$ cat config.mk
export PLATFORM = sky130hd
export DESIGN_NAME = rf_port_sequencer
export DESIGN_NICKNAME = d
export VERILOG_FILES = /design/src/rtl/rf_port_sequencer.sv
export SDC_FILE = /design/constraint.sdc
export NUM_CORES = 1
export LEC_CHECK = 0
export ABC_AREA = 1
export CAP_MARGIN = 40
export CELL_PAD_IN_SITES_DETAIL_PLACEMENT = 2
export CELL_PAD_IN_SITES_GLOBAL_PLACEMENT = 2
export CORE_MARGIN = 2
export CORE_UTILIZATION = 28
export DETAILED_ROUTE_END_ITERATION = 10
export GPL_TIMING_DRIVEN = 0
export MAX_ROUTING_LAYER = met4
export PLACE_DENSITY = 0.81
export SYNTH_ARGS = -nofsm -noshare
export SYNTH_HDL_FRONTEND = slang
export SYNTH_SLANG_ARGS = --single-unit
$ cat constraint.sdc
create_clock -name clk -period 2.9 [get_ports clk]
set_clock_uncertainty 0.1 [all_clocks]
set_input_delay 0.87 -clock clk [delete_from_list [all_inputs] [get_ports clk]]
set_output_delay 0.87 -clock clk [all_outputs]
set_load 0.01 [all_outputs]
$ cat src/rtl/rf_port_sequencer.sv
// Fill/dump sequencer driving one regfile write port and one read port.
// Fill writes base, base+step, ... over an address range; dump streams a range
// out through a 1-entry valid/ready output register.
module rf_port_sequencer #(
  parameter int unsigned ALEN = 5,
  parameter int unsigned DLEN = 32
) (
  input  logic            clk,
  input  logic            rst,
  input  logic            i_cmd_valid,
  output logic            o_cmd_ready,
  input  logic            i_cmd_dump,
  input  logic [ALEN-1:0] i_cmd_first,
  input  logic [ALEN-1:0] i_cmd_last,
  input  logic [DLEN-1:0] i_cmd_base,
  input  logic [DLEN-1:0] i_cmd_step,
  output logic            o_rf_wen,
  output logic [ALEN-1:0] o_rf_waddr,
  output logic [DLEN-1:0] o_rf_wdata,
  output logic [ALEN-1:0] o_rf_raddr,
  input  logic [DLEN-1:0] i_rf_rdata,
  output logic            o_dump_valid,
  input  logic            i_dump_ready,
  output logic [ALEN-1:0] o_dump_addr,
  output logic [DLEN-1:0] o_dump_data,
  output logic            o_busy,
  output logic            o_done
);

  typedef enum logic [1:0] {StIdle, StFill, StDump} state_e;

  localparam logic [ALEN-1:0] AddrOne = 1;
  localparam logic [ALEN:0]   CntOne  = 1;

  state_e          state_q;
  logic [ALEN-1:0] ptr_q;   // write pointer in fill, read pointer in dump
  logic [DLEN-1:0] acc_q;
  logic [DLEN-1:0] step_q;
  logic [ALEN:0]   rem_q;   // fill: writes left after the one on the port; dump: reads left

  logic [ALEN-1:0] span;
  logic            dump_take;
  logic            dump_load;

  // Range span wraps mod 2**ALEN, so last < first runs through the top of the file.
  assign span        = i_cmd_last - i_cmd_first;
  assign dump_take   = o_dump_valid & i_dump_ready;
  assign dump_load   = (~o_dump_valid | dump_take) & (rem_q != '0);
  assign o_cmd_ready = (state_q == StIdle);
  assign o_rf_raddr  = ptr_q;

  // Command FSM with all port outputs registered.
  always_ff @(posedge clk) begin
    if (rst) begin
      state_q      <= StIdle;
      ptr_q        <= '0;
      acc_q        <= '0;
      step_q       <= '0;
      rem_q        <= '0;
      o_rf_wen     <= 1'b0;
      o_rf_waddr   <= '0;
      o_rf_wdata   <= '0;
      o_dump_valid <= 1'b0;
      o_dump_addr  <= '0;
      o_dump_data  <= '0;
      o_busy       <= 1'b0;
      o_done       <= 1'b0;
    end else begin
      o_done <= 1'b0;
      unique case (state_q)
        StIdle: begin
          if (i_cmd_valid) begin
            step_q <= i_cmd_step;
            o_busy <= 1'b1;
            if (i_cmd_dump) begin
              state_q <= StDump;
              ptr_q   <= i_cmd_first;
              rem_q   <= {1'b0, span} + CntOne;
            end else begin
              // First write goes straight onto the port in the cycle after accept.
              state_q    <= StFill;
              o_rf_wen   <= 1'b1;
              o_rf_waddr <= i_cmd_first;
              o_rf_wdata <= i_cmd_base;
              ptr_q      <= i_cmd_first + AddrOne;
              acc_q      <= i_cmd_base + i_cmd_step;
              rem_q      <= {1'b0, span};
            end
          end
        end
        StFill: begin
          if (rem_q != '0) begin
            o_rf_wen   <= 1'b1;
            o_rf_waddr <= ptr_q;
            o_rf_wdata <= acc_q;
            ptr_q      <= ptr_q + AddrOne;
            acc_q      <= acc_q + step_q;
            rem_q      <= rem_q - CntOne;
          end else begin
            o_rf_wen <= 1'b0;
            o_done   <= 1'b1;
            o_busy   <= 1'b0;
            state_q  <= StIdle;
          end
        end
        StDump: begin
          if (dump_load) begin
            o_dump_valid <= 1'b1;
            o_dump_addr  <= ptr_q;
            o_dump_data  <= i_rf_rdata;
            ptr_q        <= ptr_q + AddrOne;
            rem_q        <= rem_q - CntOne;
          end else if (dump_take) begin
            // Last beat handed off and nothing left to read.
            o_dump_valid <= 1'b0;
            o_done       <= 1'b1;
            o_busy       <= 1'b0;
            state_q      <= StIdle;
          end
        end
        default: state_q <= StIdle;
      endcase
    end
  end

endmodule

==> metrics.txt, run 1 <==
Slew Viols, Final=0; vias in the first global route=14390; EDFF count, synth=0; crit path max fanout=5; crit share post-route=97.50%; Avg Cell Area, Syn=5.965 um2; Core Region=40010 um2; part of the power in registers=27.1%; area delta synth->final=30.91%; Worst Tran Pin Value=0.9055 ns; Site Rows=73; Internal=6.828 mW; final hold vios=0; drt drc=0; DRT Pass-1 Iters=5; Worst path slowest cell=clkdlybuf4s50_1; CP Capture Type=flop; CTS max path bufs=2; r2r endpoint=acc_q[16]; Setup violations, final=0; post-synth net total=2100; clock-pin slew on the worst setup and hold paths=0.07 ns; CP Class=in2reg; CP required=3.14 ns; flop2flop setup slack=0.26 ns; Post-CTS Hold Buffers=0; pwr dens=889.3 nW/um2; Hold Path Cell Cnt=2; maximum clock frequency=353.7 MHz; sequential share of the synthesized area=27.20%; final setup margin=0.07259 ns; H-Tree Depth=4; RePlAce Congestion=0.8787; Worst EP arrival=3.07 ns; total grt overflow=0; Psw=6.451 mW; most used cell, CP=nand2_1; type of origin of the critical path=input port; ant diodes=0; Combinational Power Share=55.1%; Die Y=205.8 um; CTS tree=done; Mapped Cells=1912; outcome=finished, final reports clean; CP startpoint=i_cmd_base[9]; effective utilization at floorplan=28.51%; Hold WC Path Type=reg2reg; WL/cell=20.38 um; gr usage total=26.18%; top cells by area, synth=dfxtp_1 (27%), nand2_1 (19%), inv_1 (10%), ha_1 (8.1%), o21ai_0 (6.8%); Yosys top cell by area=dfxtp_1; Worst Hold Path EP=o_dump_data[21]; Slew HR=39.63%; first-pass GRT wire length=81960 um; Die Width=205.8 um; Setup WS pre-CTS=-0.8269 ns; CTS buffer count=17; Reg2Reg Launch Point=acc_q[0]; Avg Vias per Cell=5.016; share of layout cells above drive strength 1=6.221%; YS warnings=0; Final HPWL DP=44510 um; async set-reset flop share out of synthesis=0%; slowest stage delay, CP=0.53 ns; Routed WL=54270 um; full die area=42370 um2; Worst VDD drop=0.3886 mV; nets=2313; leading register cell type out of synthesis=dfxtp_1; top cells by count, synth=nand2_1 (589), inv_1 (310), nor2_1 (205); synthesized area=11410 um2; leak pwr=7.299 nW; worst hold path startpoint=o_dump_data[21]; clock share of power=17.8%; post-synth cell types=42; max cap viols=0; Reg2Reg Depth=15; share of the synthesized area in the top cell type=27.20%; Buffers on Ports=192; min cycle time layout=2.827 ns; Clock Sinks=155; DRT antenna net count=0; # IOs=195; largest net degree at the start of global routing=17; number of synthesized register bits=155; crit-path cells=clkdlybuf4s50_1 -> ha_4 -> nand2_1 -> nor2_4 -> nand3_1 -> nand3b_1 -> nand2_1 -> nand2_1 -> nand2_1 -> nand3_1 -> nand3_1 -> nand2_1 -> inv_1; Sw Ratio=48.58%; most common cell in the synthesized netlist=nand2_1; via count=13360; Clk Latency, worst-skew pair=0.45 ns; initial antenna violation count=2; root cell of the clock tree=clkbuf_16; DRT iter0 DRCs=650; Total Power=13.28 mW
==> how the worst max path moves through the flow <==
stage / endpoint / slack (ns) / cells after the start
floorplan: acc_q[12] / 0.36 / 10
global placement: acc_q[12] / -0.75 / 11
detailed placement: acc_q[12] / -0.83 / 11
CTS: acc_q[9] / 0.003 / 12
global route: acc_q[30] / -0.06 / 14
finish: acc_q[28] / 0.07 / 13
==> layout make-up <==
| type | instances | area, um2 |
|---|---|---|
| Buffer | 65 | 321.6 |
| Clock buffer | 18 | 439.2 |
| Clock inverter | 14 | 153.9 |
| Fill cell | 4949 | 25070 |
| Inverter | 314 | 1181 |
| Multi-Input combinational cell | 1378 | 7113 |
| Sequential cell | 155 | 3103 |
| Tap cell | 525 | 656.9 |
| Timing Repair Buffer | 194 | 1963 |
==> sequential cells by signal (all words and copies together) (netlist names), 2 cells and up <==
signal / cells
o_dump_addr: 5
o_rf_waddr: 5
o_dump_data: 32
rem_q: 6
o_rf_raddr: 5
acc_q: 32
o_rf_wdata: 32
step_q: 32
state_q: 2
==> worst max-delay path: cells and delay by family <==
kind / cells / cell delay, ns
adders and majority gates: 1 / 0.35
buffers and inverters: 2 / 0.57
and+or+nand+nor: 10 / 1.27
==> layer usage <==
metal / GRT usage [%] / vias up / part of all wire (%) / wire, um
met1: 32.72 / 6589 / 46 / 25080
met5: - / - / 0 / 0
met2: 45.14 / 250 / 49 / 26490
li1: - / 6460 / - / -
met3: 2.740 / 59 / 3.2 / 1732
met4: 6.505 / 0 / 1.8 / 964
==> placed cells by master (no fill, tap or decap), types with 3 or more instances in the layout <==
master           count
nand2_2              8
dlymetal6s2s_1       8
inv_1              310
xor2_1              12
xnor2_1              9
buf_4                6
o21ai_0            150
ha_2                 5
inv_2                3
buf_6                3
inv_8                3
nor4_1               3
nand3_1            102
buf_2               20
o211ai_2             6
nor3_1               9
a31oi_1             41
dfxtp_1            155
clkdlybuf4s50_1    181
nor2_2              10
o21bai_1             5
a211oi_1             3
inv_6                5
o21ai_2              3
a21oi_2              4
clkbuf_16           17
a21oi_1            110
nor2_1             195
nand4_1              7
clkbuf_1            36
nand2_1            583
nand3_2              7
ha_1                55
ha_4                14
o21ai_1              3
nand3b_1            14
nor2_4               3
==> stage by stage <==
step / TNS (ns) / instances / util, % / hold WS, ns / area (um2)
after detailed placement: -19.35 / 2630 / 34.99 / 0.3394 / 14000
after global placement: -15.59 / 2629 / 34.96 / 0.3322 / 13980
final: 0 / 2663 / 37.32 / 0.3464 / 14930
after CTS: 0 / 2663 / 36.60 / 0.3501 / 14640
after global routing: -0.1368 / 2663 / 37.32 / 0.3635 / 14930
after floorplan: 0 / 1912 / - / 0.3592 / 11410
==> cell families (layout without fill, tap and decap cells) <==
logic type,after synthesis,in the layout,synth area share [%]
fa+ha+maj,77,77,8.644
compound gates,331,331,15.74
simple gates,949,949,33.62
buf+inv,379,605,13.17
flops,155,155,27.20
xor+xnor,21,21,1.613
==> power by group through the flow <==
stage	sequential, mW	combinational (mW)	clock, mW
floorplan	3.55	4.01	0
global placement	3.57	6.79	0
CTS	3.58	7.24	2.40
global route	3.67	8.10	2.48
finish	3.60	7.32	2.37
detailed placement	3.61	7.12	0
==> timing repair <==
| action | 4_1_cts | 5_1_grt |
|---|---|---|
| endpoints found under the hold margin | 0 | 0 |
| setup buffers | 1 | 0 |
| setup endpoints to repair | 16 | 22 |
| pin swaps | 2 | 2 |
| resized for setup | 17 | 62 |
Power figures use the tool's default switching activity.
==> run 2: changes to the inputs <==
--- a/config.mk
+++ b/config.mk
@@ -6,9 +6,11 @@
 export NUM_CORES = 1
 export LEC_CHECK = 0
 export ABC_AREA = 1
+export ABC_CLOCK_PERIOD_IN_PS = 2900
 export CAP_MARGIN = 40
 export CELL_PAD_IN_SITES_DETAIL_PLACEMENT = 2
 export CELL_PAD_IN_SITES_GLOBAL_PLACEMENT = 2
+export CORE_ASPECT_RATIO = 1.75
 export CORE_MARGIN = 2
 export CORE_UTILIZATION = 28
 export DETAILED_ROUTE_END_ITERATION = 10
==> metrics.txt, run 2 (synthesis results as in run 1) <==
outcome=finished, final reports clean (unchanged); CP required=3.15 ns (was 3.14 ns); effective utilization at floorplan=28.39% (was 28.51%); clock-pin slew on the worst setup and hold paths=0.07 ns (about the same); vias in the first global route=15300 (was 14390); root cell of the clock tree=clkbuf_16 (unchanged); worst hold margin=0.3474 ns (was 0.3464 ns); first-pass GRT wire length=88330 um (was 81960 um); min cycle time layout=2.816 ns (was 2.827 ns); Setup violations, final=0 (unchanged); Worst path slowest cell=clkdlybuf4s50_1 (unchanged); gr usage total=28.60% (was 26.18%); max cap viols=0 (unchanged); CTS buffer count=17 (unchanged); crit path max fanout=6 (was 5); nets=2315 (was 2313); Post-CTS Hold Buffers=0 (unchanged); slowest stage delay, CP=0.59 ns (was 0.53 ns); Hold WC Path Type=reg2reg (unchanged); flop2flop setup slack=0.19 ns (was 0.26 ns); most common cell after layout, fill and taps aside=nand2_1 (unchanged); Site Rows=97 (was 73); Slew HR=43.52% (was 39.63%); maximum clock frequency=355.1 MHz (was 353.7 MHz); Final HPWL DP=49120 um (was 44510 um); Routed WL=59070 um (was 54270 um); largest net degree at the start of global routing=19 (was 17); CP startpoint=i_cmd_step[2] (was i_cmd_base[9]); CTS tree=done (unchanged); type of origin of the critical path=input port (unchanged); crit share post-route=97.09% (was 97.50%); Worst Tran Pin Value=0.8473 ns (was 0.9055 ns); # IOs=195 (unchanged); crit-path cells=clkdlybuf4s50_1 -> ha_4 -> nand2_1 -> nand3_2 -> nand3_1 -> nand3b_1 -> buf_4 -> o21ai_2 -> o21ai_0 -> o21ai_0 -> inv_1 (was clkdlybuf4s50_1 -> ha_4 -> nand2_1 -> nor2_4 -> nand3_1 -> nand3b_1 -> nand2_1 -> nand2_1 -> nand2_1 -> nand3_1 -> nand3_1 -> nand2_1 -> inv_1); final hold vios=0 (unchanged); Buffers on Ports=192 (unchanged); drt drc=0 (unchanged); r2r endpoint=acc_q[20] (was acc_q[16]); RePlAce Congestion=0.9293 (was 0.8787); Avg Vias per Cell=5.077 (was 5.016); most used cell, CP=o21ai_0 (was nand2_1); Die Width=156.6 um (was 205.8 um); Clock Sinks=155 (unchanged); CP Class=in2reg (unchanged); met3 wire length=2207 um (was 1732 um); Reg2Reg Depth=14 (was 15); CP Capture Type=flop (unchanged); WL/cell=21.99 um (was 20.38 um); Hold Path Cell Cnt=2 (unchanged); Reg2Reg Launch Point=acc_q[0] (unchanged); DRT antenna net count=0 (unchanged); Routed met1 length=19610 um (was 25080 um); via count=13640 (was 13360); DRT iter0 DRCs=484 (was 650); Clk Latency, worst-skew pair=0.46 ns (was 0.45 ns); pwr dens=897.2 nW/um2 (was 889.3 nW/um2); Worst VDD drop=0.3994 mV (was 0.3886 mV); final setup margin=0.08425 ns (was 0.07259 ns); initial antenna violation count=3 (was 2); H-Tree Depth=4 (unchanged); commonest cells after routing, fill and taps aside=nand2_1 (584), inv_1 (310), nor2_1 (197) (was nand2_1 (583), inv_1 (310), nor2_1 (195)); total grt overflow=0 (unchanged); met2 wire length=32290 um (was 26490 um); Core Region=40170 um2 (was 40010 um2); highest metal used=met4 (unchanged); share of layout cells above drive strength 1=6.682% (was 6.221%); Slew Viols, Final=0 (unchanged); full die area=42430 um2 (was 42370 um2); DRT Pass-1 Iters=5 (unchanged); Setup WS pre-CTS=-0.9904 ns (was -0.8269 ns); Die Y=271.0 um (was 205.8 um); final core utilization=37.47% (was 37.32%); leak pwr=7.356 nW (was 7.299 nW); fillcell total=4825 (was 4949); Worst EP arrival=3.07 ns (about the same); worst hold path startpoint=o_dump_addr[0] (was o_dump_data[21]); CTS max path bufs=2 (unchanged); Top delay family on crit path=buffers and inverters (was simple AND/OR/NAND/NOR gates); Total Power=13.51 mW (was 13.28 mW); area delta synth->final=31.98% (was 30.91%); crit path buf inv count=3 (was 2); Worst Hold Path EP=o_dump_addr[0] (was o_dump_data[21])
==> run 2: repair_timing <==
| item | CTS | global route |
|---|---|---|
| setup endpoints to repair | 24 | 24 |
| buffers inserted | 0 | 4 |
| pin swaps | 1 | 6 |
| resized for setup | 34 | 54 |
==> run 2: power breakdown <==
part           switching [mW]  internal, mW  leakage [nW]  total (mW)
clock                    1.15          1.16         0.291        2.31
sequential              0.711          2.90          1.28        3.61
combinational            4.87          2.71          5.79        7.58
==> run 2: final cells by class <==
cell class	instances	area, um2	share of cell area [%]
Multi-Input combinational cell	1378	7183	47.72
Tap cell	544	680.7	4.522
Inverter	314	1181	7.846
Clock buffer	17	425.4	2.826
Buffer	65	321.6	2.136
Antenna cell	2	5.005	0.03325
Timing Repair Buffer	196	1973	13.11
Sequential cell	155	3103	20.61
Clock inverter	15	180.2	1.197
==> run 2: routing by layer <==
layer | vias up | track usage [%]
li1 | 6458 | -
met3 | 177 | 4.181
met5 | - | -
met4 | 0 | 20.28
met1 | 6605 | 24.92
met2 | 396 | 54.61
==> run 2: worst max path at each step <==
stage,to,slack (ns),depth (start not counted)
after CTS,acc_q[12],0.0005,11
after global placement,acc_q[12],-0.85,11
after global routing,acc_q[21],-0.02,15
after detailed placement,acc_q[12],-0.99,11
final,acc_q[11],0.08,11
after floorplan,acc_q[12],0.36,10
==> run 2: metrics by stage <==
step                std cells  setup TNS, ns  instance area [um2]
floorplan                1912              0                11410
global placement         2648         -17.60                14010
detailed placement       2648         -21.71                14010
CTS                      2680              0                14780
global route             2686       -0.02360                15050
finish                   2686              0                15050
==> run 2: worst register-to-register path, delay by kind of cell, from the launching register on <==
| family | cells | cell delay [ns] |
|---|---|---|
| adders and majority gates | 2 | 0.74 |
| DFF | 1 | 0.33 |
| buffers and inverters | 2 | 0.10 |
| and+or+nand+nor | 10 | 1.33 |
